## src/rtl/control_sequencer.sv

```systemverilog
// control_sequencer: hardwired Moore control unit for dataPath.
// Fetch runs through T0-T2 and execute through T3-T7. The state register
// moves on the falling clock edge so every strobe is settled before the
// datapath samples it on the rising edge.
// Ports:
//   clk, reset     clock; synchronous active-low reset, sampled on negedge
//   run            1 = fetch the next instruction, 0 = pause in T0
//   mem_ready      memory finished the current read/write
//   IR             instruction register, opcode in IR[31:27]
//   PCout..Zlowin  datapath strobes
//   read, write    memory strobes
//   mdr_read       MDR source select (00 bus, 01 memory)
//   control        ALU operation code
//   Cout..GRC      register select/strobes
//   halted, busy   status
module control_sequencer #(
  parameter logic [4:0] OP_LD   = 5'd0,
  parameter logic [4:0] OP_LDI  = 5'd1,
  parameter logic [4:0] OP_ST   = 5'd2,
  parameter logic [4:0] OP_ADD  = 5'd3,
  parameter logic [4:0] OP_SUB  = 5'd4,
  parameter logic [4:0] OP_AND  = 5'd5,
  parameter logic [4:0] OP_OR   = 5'd6,
  parameter logic [4:0] OP_ADDI = 5'd12,
  parameter logic [4:0] OP_HALT = 5'd27,
  parameter logic [3:0] ALU_ADD = 4'd2,
  parameter logic [3:0] ALU_SUB = 4'd3,
  parameter logic [3:0] ALU_AND = 4'd0,
  parameter logic [3:0] ALU_OR  = 4'd1
) (
  input  logic        clk,
  input  logic        reset,
  input  logic        run,
  input  logic        mem_ready,
  input  logic [31:0] IR,
  output logic        PCout,
  output logic        Zlowout,
  output logic        MDRout,
  output logic        MARin,
  output logic        PCin,
  output logic        MDRin,
  output logic        IRin,
  output logic        Yin,
  output logic        IncPc,
  output logic        Zlowin,
  output logic        read,
  output logic        write,
  output logic [1:0]  mdr_read,
  output logic [3:0]  control,
  output logic        Cout,
  output logic        BAout,
  output logic        Rin,
  output logic        Rout,
  output logic        GRA,
  output logic        GRB,
  output logic        GRC,
  output logic        halted,
  output logic        busy
);

  // T1 is split into its first cycle and the memory-wait cycles so the PC
  // update strobes fire exactly once while the state stays a pure register.
  typedef enum logic [3:0] {
    S_RST, S_T0, S_T1, S_T1W, S_T2, S_T3, S_T4, S_T5, S_T6, S_T7, S_HALT
  } state_t;

  state_t     state, state_nx;
  logic [4:0] op;

  logic unused_ir;
  assign unused_ir = ^IR[26:0];

  logic is_ld, is_st, is_ldi, is_addi, is_alu, is_halt, is_base, known;
  logic [3:0] alu_code;

  assign is_ld   = (op == OP_LD);
  assign is_st   = (op == OP_ST);
  assign is_ldi  = (op == OP_LDI);
  assign is_addi = (op == OP_ADDI);
  assign is_alu  = (op == OP_ADD) || (op == OP_SUB) || (op == OP_AND) || (op == OP_OR);
  assign is_halt = (op == OP_HALT);
  // ld, ldi and st all form C(Rb) with the base-address path
  assign is_base = is_ld || is_ldi || is_st;
  assign known   = is_base || is_addi || is_alu;

  always_comb begin
    alu_code = ALU_ADD;
    if      (op == OP_SUB) alu_code = ALU_SUB;
    else if (op == OP_AND) alu_code = ALU_AND;
    else if (op == OP_OR)  alu_code = ALU_OR;
  end

  // The opcode is captured on the T2->T3 edge and held for the whole
  // execute phase, so IR may change underneath without effect.
  always_ff @(negedge clk) begin
    if (!reset) begin
      state <= S_RST;
      op    <= 5'd0;
    end else begin
      state <= state_nx;
      if (state == S_T2) op <= IR[31:27];
    end
  end

  always_comb begin
    state_nx = state;
    PCout = 1'b0; Zlowout = 1'b0; MDRout = 1'b0; MARin = 1'b0; PCin = 1'b0;
    MDRin = 1'b0; IRin = 1'b0; Yin = 1'b0; IncPc = 1'b0; Zlowin = 1'b0;
    read = 1'b0; write = 1'b0; mdr_read = 2'b00; control = ALU_ADD;
    Cout = 1'b0; BAout = 1'b0; Rin = 1'b0; Rout = 1'b0;
    GRA = 1'b0; GRB = 1'b0; GRC = 1'b0; halted = 1'b0; busy = 1'b0;
    case (state)
      S_RST: state_nx = S_T0;
      S_T0: begin
        // a paused sequencer keeps the datapath strobes quiet
        if (run) begin
          PCout = 1'b1; MARin = 1'b1; IncPc = 1'b1; Zlowin = 1'b1; busy = 1'b1;
          state_nx = S_T1;
        end
      end
      S_T1: begin
        Zlowout = 1'b1; PCin = 1'b1;
        read = 1'b1; MDRin = 1'b1; mdr_read = 2'b01; busy = 1'b1;
        state_nx = mem_ready ? S_T2 : S_T1W;
      end
      S_T1W: begin
        read = 1'b1; MDRin = 1'b1; mdr_read = 2'b01; busy = 1'b1;
        if (mem_ready) state_nx = S_T2;
      end
      S_T2: begin
        MDRout = 1'b1; IRin = 1'b1; busy = 1'b1;
        state_nx = S_T3;
      end
      S_T3: begin
        busy = 1'b1;
        if (is_base) begin
          GRB = 1'b1; BAout = 1'b1; Yin = 1'b1;
        end else if (is_addi || is_alu) begin
          GRB = 1'b1; Rout = 1'b1; Yin = 1'b1;
        end
        if (is_halt)    state_nx = S_HALT;
        else if (known) state_nx = S_T4;
        else            state_nx = S_T0;
      end
      S_T4: begin
        busy = 1'b1; Zlowin = 1'b1;
        if (is_alu) begin
          GRC = 1'b1; Rout = 1'b1; control = alu_code;
        end else begin
          Cout = 1'b1;
        end
        state_nx = S_T5;
      end
      S_T5: begin
        busy = 1'b1; Zlowout = 1'b1;
        if (is_ld || is_st) begin
          MARin = 1'b1; state_nx = S_T6;
        end else begin
          GRA = 1'b1; Rin = 1'b1; state_nx = S_T0;
        end
      end
      S_T6: begin
        busy = 1'b1; MDRin = 1'b1;
        if (is_ld) begin
          read = 1'b1; mdr_read = 2'b01;
          if (mem_ready) state_nx = S_T7;
        end else begin
          GRA = 1'b1; Rout = 1'b1;
          state_nx = S_T7;
        end
      end
      S_T7: begin
        busy = 1'b1;
        if (is_ld) begin
          MDRout = 1'b1; GRA = 1'b1; Rin = 1'b1;
          state_nx = S_T0;
        end else begin
          write = 1'b1;
          if (mem_ready) state_nx = S_T0;
        end
      end
      S_HALT: halted = 1'b1;
      default: state_nx = S_RST;
    endcase
  end

endmodule
```

## config.mk

```make
export PLATFORM = sky130hd
export DESIGN_NAME = control_sequencer
export DESIGN_NICKNAME = d
export VERILOG_FILES = /design/src/rtl/control_sequencer.sv
export SDC_FILE = /design/constraint.sdc
export NUM_CORES = 1
export LEC_CHECK = 0
export ABC_AREA = 1
export CAP_MARGIN = 30
export CORE_ASPECT_RATIO = 0.9
export CORE_MARGIN = 4
export CORE_UTILIZATION = 30
export CTS_BUF_LIST = sky130_fd_sc_hd__clkbuf_4 sky130_fd_sc_hd__clkbuf_8
export DETAILED_ROUTE_END_ITERATION = 8
export PLACE_DENSITY = 0.69
export SYNTH_ARGS = -nofsm -noshare
export SYNTH_HDL_FRONTEND = slang
export SYNTH_SLANG_ARGS = --single-unit
export TNS_END_PERCENT = 30
```

## constraint.sdc

```tcl
create_clock -name clk -period 1.53 [get_ports clk]
set_input_delay 0.306 -clock clk [delete_from_list [all_inputs] [get_ports clk]]
set_output_delay 0.306 -clock clk [all_outputs]
set_load 0.01 [all_outputs]
```

==> results list <==
* Setup slack, reg-to-reg: approximately 0.040 ns
- Biggest area consumer among synthesized cells: sky130_fd_sc_hd__dfxtp_1
* Fill count: about 250
- Signed area change from the synthesized netlist to the final layout: 102%
- The startpoint identified for the worst hold timing path is state[3]$_SDFFE_NN0P_.
- Antenna violations before repair: 0
* Ratio of cells with drive above 1 in the final layout: 0.621
* Count of different cell masters after synthesis: 24
- Post-synthesis area per instance: slightly below 6 um^2
* Placer's final routability congestion estimate: just under 1
* Total routed wirelength: about 3.5 mm
- Critical R2R Capture: state[1]$_SDFFE_NN0P_
- Maximum fanout count along the critical path: 4
* Worst-case vdd ir drop: a little under 0.9 mV
- The final route contains ~1300 vias.
- Clock tree synthesis found a total of 9 sinks.
- The cell area that synthesis handed to floorplanning was 937 um^2.
- Clock slew at the register clock pins of the worst setup and hold paths: 0.03 ns
* Total number of nets in the final design: between 200 and 300
- Area inside the core boundary: 2860 um^2
- Total die area: 4080 um^2
* Reported leakage power: roughly 1.1 nW
* # IOs: 63
- Fraction of registers with async set/reset: 0
- Final hold slack: 0.531 ns
* Startpoint kind of the worst setup timing path: register
* Setup Skew: 0.0145 ns
* Count of pins over their slew limit: 0
* Violations in the final reports: setup timing
- Fraction of synthesized cell area taken by the top area cell type: 0.192
- The min-delay analysis places its worst path in the category reg -> reg.
- Required time of the critical path: approximately 1.2 ns
* FF+latch count, synth: 9
- Outcome: finished, violations left
- Input and output buffers added on the ports amount to 32.
* Hold Path Sink: state[3]$_SDFFE_NN0P_
- Overall power consumption after layout is estimated at about 2.6 mW.
- Counting flops with a built-in enable in the synthesized netlist gives 0.
- First DRT Iteration DRCs: 47
* Worst Setup Slack, final: -0.966 ns
- Setup repair after global routing could not meet its margin everywhere.
* DRT antenna net count: 0
- The root buffer cell chosen for the clock tree is sky130_fd_sc_hd__clkbuf_4.
- Avg Vias per Cell: between 4 and 5
- Power density normalized to cell area: around 1400 nW/um^2
* Fraction of the core area covered by cells at the end of the flow: 0.661
- Synth cell count leaders: sky130_fd_sc_hd__nand2_1, sky130_fd_sc_hd__inv_1, sky130_fd_sc_hd__nor2_1
- In this run the critical register-to-register path is launched from state[2]$_SDFFE_NN0P_.
* Number of global-route vias before repair: about 1300
- MaxCap Viol Count: 0
- In this run the number of H-tree levels came out at 1.
* Category of the worst setup path capture point: output port
- HPWL reported at the end of detailed placement: ~2.5 mm
- Counting along the longest clock path gives a buffer depth of 2.
* Global-route congestion overflow total: 0
- For this run, the total global-route usage over all layers was measured as 0.178.
- Number of iterations in the first detailed-routing pass: 4
- Synthesis handed over a netlist of around 160 instances.
- CTS Buf Count: 3
* Final number of hold-violating endpoints: 0
* Effective utilization at floorplan: 0.328
- Cell depth of the worst hold path: 2
* Global-route wire length before repair: ~5.5 mm
- For the worst flop-to-flop path, the logic depth is 12.
- Number of failing setup endpoints in the final timing report: 28
- Sequential share of the synthesized area: 0.192
- Total of warnings raised by yosys: 0
- In this run the horizontal extent of the chip is 66.9 um.
* Hold Buf Count CTS: 0
- TritonCTS built the clock tree.
* Clock insertion delay at the later pin of the skew report: roughly 0.32 ns
* DRC viols: 0
- Height of the die: roughly 61 um
- Kind of critical path: reg -> out
- Arrival time worst endpoint: approximately 2.2 ns
- Antenna cell count: 0
* Most common cell in the netlist: sky130_fd_sc_hd__nand2_1
* Average routed wire per standard cell: roughly 12 um
- Primary flip-flop cell chosen by synthesis mapping: sky130_fd_sc_hd__dfxtp_1
* Dominant cells by area after synthesis: sky130_fd_sc_hd__dfxtp_1, sky130_fd_sc_hd__nand2_1, sky130_fd_sc_hd__inv_1
- Cell row count: 18
- Largest net degree at the start of global routing: 9
[routing by layer]
metal / global-route usage / wire length (um) / part of all wire / vias up
li1: - / - / - / 671
met3: 0.0274 / 233 / 0.066 / 6
met4: 0.0694 / 41 / 0.012 / 0
met1: 0.214 / 1510 / 0.43 / 616
met2: 0.321 / 1720 / 0.49 / 40
met5: 0 / 0 / 0 / -
[state kept, by name (all words and copies together), names as in the netlist]
register	flops
op	5
state	4
[timing repair]
item,4_1_cts,5_1_grt
resized for setup,147,18
setup buffers,9,1
setup endpoints to repair,33,30
endpoints found under the hold margin,0,0
pin swaps,23,15
[critical path, stage by stage (launching register included)]
cell and delay, ns:
sky130_fd_sc_hd__dfxtp_4 0.36, sky130_fd_sc_hd__inv_2 0.08, sky130_fd_sc_hd__nand2_2 0.11, sky130_fd_sc_hd__nor2_4 0.12
sky130_fd_sc_hd__buf_4 0.13, sky130_fd_sc_hd__nand2_1 0.06, sky130_fd_sc_hd__inv_1 0.05, sky130_fd_sc_hd__clkdlybuf4s15_2 0.21
[cell usage in the layout (no fill, tap or decap), types with 5 or more instances in the layout]
cell type	instances
sky130_fd_sc_hd__nand3_1	8
sky130_fd_sc_hd__buf_4	40
sky130_fd_sc_hd__buf_2	15
sky130_fd_sc_hd__nand3_2	8
sky130_fd_sc_hd__nand2_1	21
sky130_fd_sc_hd__buf_6	13
sky130_fd_sc_hd__o21ai_0	5
sky130_fd_sc_hd__inv_1	24
sky130_fd_sc_hd__inv_2	12
sky130_fd_sc_hd__nor2_4	15
sky130_fd_sc_hd__dfxtp_4	5
sky130_fd_sc_hd__clkdlybuf4s50_1	6
sky130_fd_sc_hd__nor2_1	12
sky130_fd_sc_hd__nand2_2	17
[worst max path at each step]
stage	from	to	slack, ns	cells past startpoint
4_1_cts	op[3]$_SDFFE_NN0P_	Rout	-0.96	6
3_3_place_gp	state[3]$_SDFFE_NN0P_	Rout	-1.04	8
3_5_place_dp	state[3]$_SDFFE_NN0P_	Rout	-1.07	8
2_1_floorplan	state[0]$_SDFFE_NN0P_	MARin	-0.55	7
5_1_grt	state[3]$_SDFFE_NN0P_	busy	-1.04	8
6_report	state[2]$_SDFFE_NN0P_	write	-0.97	7
[layout make-up]
class,count,area [um^2],share of cell area
clock inverters,10,37.5,0.0199
well taps,40,50.0,0.0265
multi-input cells,118,825,0.436
inverters,29,118,0.0622
flip-flops and latches,9,204,0.108
repair buffers,79,634,0.336
clock buffers,3,22.5,0.0119
[kinds of logic after synthesis]
kind of cell	share of synthesized area
buf+inv	0.182
other cells	0.00400
compound gates	0.0948
flops	0.192
simple gates	0.527
[power by group]
group	internal [mW]	switching [mW]
Clock	0.125	0.133
Sequential	0.317	0.109
Combinational	0.892	1.00
Total	1.33	1.24
[stage by stage]
step                setup slack, ns  TNS, ns  cell area (um^2)  cells
finish                       -0.966   -22.45              1890    288
global route                  -1.04   -24.59              1890    288
CTS                          -0.964   -22.89              1820    287
detailed placement            -1.07   -28.62              1610    266
global placement              -1.04   -28.02              1610    266
floorplan                    -0.548   -11.00              1020    164
Note: power is estimated with default switching activity, not from simulation.
